===== src/rtl/mm_pkg.sv =====
// Shared definitions for the matrix-multiply operand path: default sizes and
// the operand feeder state encoding.
package mm_pkg;

    localparam int MM_DATA_WIDTH   = 8;
    localparam int MM_N            = 4;
    localparam int MM_COUNTER_BITS = 16;
    localparam int MM_MAX_LEN      = 64;

    // state      | meaning
    // ST_IDLE    | waiting for start, buffers writable
    // ST_STREAM  | presenting beat k until accepted
    // ST_DONE    | one-cycle completion pulse, then back to idle
    typedef enum logic [1:0] {
        ST_IDLE   = 2'd0,
        ST_STREAM = 2'd1,
        ST_DONE   = 2'd2
    } mm_state_e;

endpackage


===== src/rtl/mm_operand_feeder_buffer.sv =====
// Operand register file: MAX_LEN beats of N elements, one write port and a
// combinational read port so the addressed beat is visible in the same cycle.
module operand_buffer #(
    parameter int DATA_WIDTH = 8,
    parameter int N          = 4,
    parameter int MAX_LEN    = 64,
    parameter int KW         = $clog2(MAX_LEN)
) (
    input  logic                           clk,
    input  logic                           we,
    input  logic [KW-1:0]                  wr_k,
    input  logic [N-1:0][DATA_WIDTH-1:0]   wr_data,
    input  logic [KW-1:0]                  rd_k,
    output logic [N-1:0][DATA_WIDTH-1:0]   rd_data
);

    // Contents are deliberately not reset so a loaded operand survives job
    // aborts and can be streamed repeatedly.
    logic [N-1:0][DATA_WIDTH-1:0] mem_q [MAX_LEN];

    // Write the addressed beat; out-of-range indices are dropped.
    always_ff @(posedge clk) begin
        if (we && (int'(wr_k) < MAX_LEN)) begin
            mem_q[wr_k] <= wr_data;
        end
    end

    assign rd_data = mem_q[rd_k];

endmodule


===== src/rtl/mm_operand_feeder.sv =====
// Operand feeder: holds A columns and B rows in two buffers and streams beat
// k = 0..len-1 to the systolic multiplier with a valid/ready handshake.
module mm_operand_feeder
    import mm_pkg::*;
#(
    parameter int DATA_WIDTH   = MM_DATA_WIDTH,
    parameter int N            = MM_N,
    parameter int COUNTER_BITS = MM_COUNTER_BITS,
    parameter int MAX_LEN      = MM_MAX_LEN
) (
    input  logic                           clk,
    input  logic                           reset,
    input  logic                           wr_en,
    input  logic                           wr_sel,
    input  logic [$clog2(MAX_LEN)-1:0]     wr_k,
    input  logic [N-1:0][DATA_WIDTH-1:0]   wr_data,
    input  logic                           start,
    input  logic [COUNTER_BITS-1:0]        len,
    output logic                           busy,
    output logic                           done,
    output logic                           err,
    output logic                           a_input_valid,
    output logic                           b_input_valid,
    input  logic                           input_ready,
    output logic [COUNTER_BITS-1:0]        len_input,
    output logic [N-1:0][DATA_WIDTH-1:0]   a_data,
    output logic [N-1:0][DATA_WIDTH-1:0]   b_data
);

    localparam int KW = $clog2(MAX_LEN);

    mm_state_e                    state_q;
    logic [KW-1:0]                k_q;
    logic [COUNTER_BITS-1:0]      len_q;
    logic                         busy_q;
    logic                         done_q;
    logic                         err_q;
    logic                         valid_q;

    logic [N-1:0][DATA_WIDTH-1:0] a_rd;
    logic [N-1:0][DATA_WIDTH-1:0] b_rd;
    logic                         wr_ok;
    logic                         xfer;
    logic                         last_beat;
    logic                         len_ok;

    // Buffers only accept writes while idle so a running job sees a frozen operand.
    assign wr_ok     = wr_en && (state_q == ST_IDLE);
    assign xfer      = valid_q && input_ready;
    assign last_beat = (COUNTER_BITS'(k_q) == (len_q - COUNTER_BITS'(1)));
    assign len_ok    = (len != '0) && (len <= COUNTER_BITS'(MAX_LEN));

    operand_buffer #(
        .DATA_WIDTH (DATA_WIDTH),
        .N          (N),
        .MAX_LEN    (MAX_LEN),
        .KW         (KW)
    ) u_buf_a (
        .clk     (clk),
        .we      (wr_ok && !wr_sel),
        .wr_k    (wr_k),
        .wr_data (wr_data),
        .rd_k    (k_q),
        .rd_data (a_rd)
    );

    operand_buffer #(
        .DATA_WIDTH (DATA_WIDTH),
        .N          (N),
        .MAX_LEN    (MAX_LEN),
        .KW         (KW)
    ) u_buf_b (
        .clk     (clk),
        .we      (wr_ok && wr_sel),
        .wr_k    (wr_k),
        .wr_data (wr_data),
        .rd_k    (k_q),
        .rd_data (b_rd)
    );

    // Job sequencer with registered status outputs; done/err are single-cycle pulses.
    always_ff @(posedge clk) begin
        if (reset) begin
            state_q <= ST_IDLE;
            k_q     <= '0;
            len_q   <= '0;
            busy_q  <= 1'b0;
            done_q  <= 1'b0;
            err_q   <= 1'b0;
            valid_q <= 1'b0;
        end else begin
            done_q <= 1'b0;
            err_q  <= 1'b0;
            case (state_q)
                ST_IDLE: begin
                    if (start) begin
                        if (len_ok) begin
                            state_q <= ST_STREAM;
                            len_q   <= len;
                            k_q     <= '0;
                            busy_q  <= 1'b1;
                            valid_q <= 1'b1;
                        end else begin
                            err_q <= 1'b1;
                        end
                    end
                end
                ST_STREAM: begin
                    if (xfer) begin
                        if (last_beat) begin
                            state_q <= ST_DONE;
                            valid_q <= 1'b0;
                            done_q  <= 1'b1;
                        end else begin
                            k_q <= k_q + KW'(1);
                        end
                    end
                end
                ST_DONE: begin
                    state_q <= ST_IDLE;
                    busy_q  <= 1'b0;
                    len_q   <= '0;
                    k_q     <= '0;
                end
                default: begin
                    state_q <= ST_IDLE;
                    busy_q  <= 1'b0;
                    valid_q <= 1'b0;
                    len_q   <= '0;
                    k_q     <= '0;
                end
            endcase
        end
    end

    assign busy          = busy_q;
    assign done          = done_q;
    assign err           = err_q;
    assign a_input_valid = valid_q;
    assign b_input_valid = valid_q;
    assign len_input     = len_q;
    assign a_data        = valid_q ? a_rd : '0;
    assign b_data        = valid_q ? b_rd : '0;

endmodule


===== config.mk =====
export PLATFORM = sky130hd
export DESIGN_NAME = mm_operand_feeder
export DESIGN_NICKNAME = d
export VERILOG_FILES = /design/src/rtl/mm_pkg.sv /design/src/rtl/mm_operand_feeder_buffer.sv /design/src/rtl/mm_operand_feeder.sv
export SDC_FILE = /design/constraint.sdc
export NUM_CORES = 2
export LEC_CHECK = 0
export ABC_AREA = 1
export CAP_MARGIN = 20
export CORE_MARGIN = 3
export CORE_UTILIZATION = 47
export DETAILED_ROUTE_END_ITERATION = 7
export PLACE_DENSITY = 0.62
export SLEW_MARGIN = 20
export SYNTH_ARGS = -nofsm -noshare
export SYNTH_HDL_FRONTEND = slang
export SYNTH_SLANG_ARGS = --single-unit

===== constraint.sdc =====
create_clock -name clk -period 3.1 [get_ports clk]
set_input_delay 0.31 -clock clk [delete_from_list [all_inputs] [get_ports clk]]
set_output_delay 0.31 -clock clk [all_outputs]
set_load 0.05 [all_outputs]

==> run metrics <==
met1 wire length 203 mm; initial antenna violation count 24; CTS tree yes; number of flops mapped to enable cells by yosys 4096; Die Width 595 um; switching share of power 0.229; Max Root-Sink Buffers 4; Final Max Tran Viols 0; die area 354000 um^2; sequential-to-total area share from yosys stat 0.760; min cycle time layout 3.96 ns; Pint 93.6 mW; sw power 27.8 mW; Reg clk slew, reported paths 0.06 ns; leading area contributor after synthesis edfxtp_1; HP Start wr_data[29]; slew of the pin with the lowest slew margin 1.19 ns; Synth top area share 0.755; CP arrival 3.65 ns; commonest cells in the netlist edfxtp_1, nor2_1, o21ai_0; number of fill cells in the layout 26392; synthesized instance count 12647; violated checks setup timing; Seq pwr share 0.508; Critical R2R Launch state_q[1]$_SDFFE_PP0P_; Layout area overhead 21.4%; GPL Wtd Cong 0.880; Final ANT Viol Nets 0; Max-Slew Margin vs Limit 0.205; num rows 215; PD cells 614 nW/um^2; H-tree depth 5; Setup crit end kind output port; Cell Area, Synth 163000 um^2; First-pass DRT Iterations 8; overall power 121 mW; DRC viols 0; largest net degree at the start of global routing 129; top-count cell post-synth edfxtp_1; RSZ-0062 raised after global routing yes; Yosys reg bits 4130; syn nets 12709; worst setup margin -0.862 ns; Leakage 65.7 nW; Hold Fails Final Rpt 0; Starting DRT DRC Count 17664; global-route wire length before repair 744 mm; clock power share 0.411; IO Port Bufs 144; post-route clock period utilization 1.28; number of synthesis warnings 0; Peak VDD IR 0.701 mV; CTS sink count 4130; class of the worst hold path primary input to register; Critical Path Fanout Max 23; core area 344000 um^2; FF+latch area 124000 um^2; FFs w/ async S/R, synth 0; clk_lat worst skew 1.00 ns; top sig layer met5; met2 WL post-DR 242 mm; startpoint types register; ranking of synthesized cells by area edfxtp_1, o21ai_0, nor2_1, o22ai_1, nand2_1; hold slack final 0.0738 ns; total number of vias 113114; Fmax 252 MHz; Synth cell types 33; vias in the first global route 107497; io pins 145; Detail Route met3 WL 61.4 mm; nets@finish 13274; Multi-input gate area 38000 um^2; status finished with violations; max cap viols 0; HPWL after detailed placement 285 mm; WS Path Type register to output port; total CTS buffers 418; Setup Skew 0.0536 ns; Overflow after GRT 0; CTS Root Cell clkbuf_16; WL/cell 29.2 um; fraction of layout cells with a size suffix above 1 0.149; combinational share of power 0.081; Setup TNS -49.47 ns; Die H 595 um; Required @ worst endpoint 2.79 ns; GRT Util Overall 0.285; Syn Area/Cell 12.9 um^2; predominant post-synthesis flop cell edfxtp_1; initial core utilization 0.473; vias per inst 6.24; final-report setup violation count 64; Total Wirelength 529 mm
[stage by stage]
step	cell area, um^2	worst slack, ns	std cells	utilization
2_1_floorplan	163000	0.266	12647	-
3_3_place_gp	177000	-0.469	17148	0.516
3_5_place_dp	177000	-0.497	17148	0.516
4_1_cts	194000	-0.868	18017	0.565
5_1_grt	198000	-0.941	18120	0.575
6_report	198000	-0.862	18122	0.575
[cell usage in the layout (no fill, tap or decap), types with 27 or more instances in the layout]
master / synthesis / routed
nor2_1: 2404 / 2218
buf_16: 0 / 81
bufinv_16: 0 / 42
buf_6: 16 / 71
o22ai_1: 1084 / 1076
inv_1: 58 / 56
o21ai_0: 1948 / 1892
buf_12: 1 / 410
nand2_1: 1151 / 1108
clkbuf_1: 512 / 103
nand3_2: 1 / 144
dlygate4sd3_1: 0 / 38
clkdlybuf4s50_1: 0 / 46
nand2_2: 1 / 35
clkinv_1: 0 / 105
clkbuf_16: 0 / 467
nand3_1: 625 / 435
edfxtp_1: 4096 / 4096
nor2_4: 0 / 166
dfxtp_1: 34 / 27
o21ai_1: 213 / 263
nand3_4: 0 / 47
a31oi_1: 64 / 32
clkinv_2: 1 / 54
buf_4: 54 / 332
[area by class of cell]
| cell class | instances | share of cell area |
|---|---|---|
| Timing Repair inverter | 9 | 0.000759 |
| Timing Repair Buffer | 1051 | 0.0825 |
| Clock buffer | 529 | 0.0559 |
| Multi-Input combinational cell | 7540 | 0.192 |
| Antenna cell | 8 | 0.000101 |
| Sequential cell | 4130 | 0.626 |
| Inverter | 62 | 0.00157 |
| Clock inverter | 236 | 0.0122 |
| Tap cell | 4557 | 0.0288 |
[path summary, 6_finish.rpt]
kind | endpoint | slack [ns] | cells after the start
max | a_data[4] | -0.86 | 14
min | u_buf_a.mem_q[35][29]$_DFFE_PP_ | 0.07 | 1
max reg2reg | u_buf_b.mem_q[47][19]$_DFFE_PP_ | 0.62 | 5
min reg2reg | len_input[15]$_SDFFE_PP0P_ | 0.45 | 2
[power groups by stage]
| stage | logic, mW | registers (mW) | clock network, mW |
|---|---|---|---|
| finish | 9.82 | 61.7 | 49.9 |
| global route | 10.3 | 61.6 | 52.6 |
| floorplan | 3.84 | 62.8 | 0 |
| global placement | 7.97 | 62.8 | 0 |
| detailed placement | 8.14 | 62.8 | 0 |
| CTS | 8.86 | 61.6 | 50.3 |
[routing by layer]
layer | track usage | up-vias
met3 | 0.0534 | 957
met4 | 0.117 | 4
met1 | 0.397 | 56918
met5 | 0 | -
li1 | - | 48077
met2 | 0.442 | 7158
[kinds of logic (layout without fill, tap and decap cells)]
kind of cell	count (synthesis)	count (layout)	synth area share
simple gates	4211	4211	0.102
compound gates	3319	3319	0.111
other cells	0	8	0
fa+ha+maj	2	2	0.000154
flops	4130	4130	0.760
xor+xnor	8	8	0.000430
buf+inv	977	1887	0.0268
[sequential cells by signal (all words and copies together) (netlist names), named ones only]
signal / flops
a_input_valid: 1
busy: 1
done: 1
err: 1
k_q: 6
len_input: 16
state_q: 2
u_buf_a.mem_q: 2048
u_buf_b.mem_q: 2048
[worst max-delay path: stages (launching register included)]
cell and delay (ns):
dfxtp_4 0.38, buf_12 0.20, buf_16 0.16, buf_4 0.13
buf_16 0.16, o21ai_0 0.12, o22ai_1 0.19, nand2_1 0.08
nand3_1 0.21, nand3_1 0.19, nand3_1 0.17, nand2_1 0.13
nor2_4 0.21, buf_12 0.17, buf_12 0.13
[what timing repair did]
action / in CTS / in global routing
resized for setup: 343 / 416
hold buffers: 37 / 1
setup endpoints to repair: 66 / 66
buffers inserted: 26 / 50
hold endpoints to repair: 1029 / 35
cloned: 42 / 46
pin swaps: 10 / 87
(Power assumes the default switching activity.)
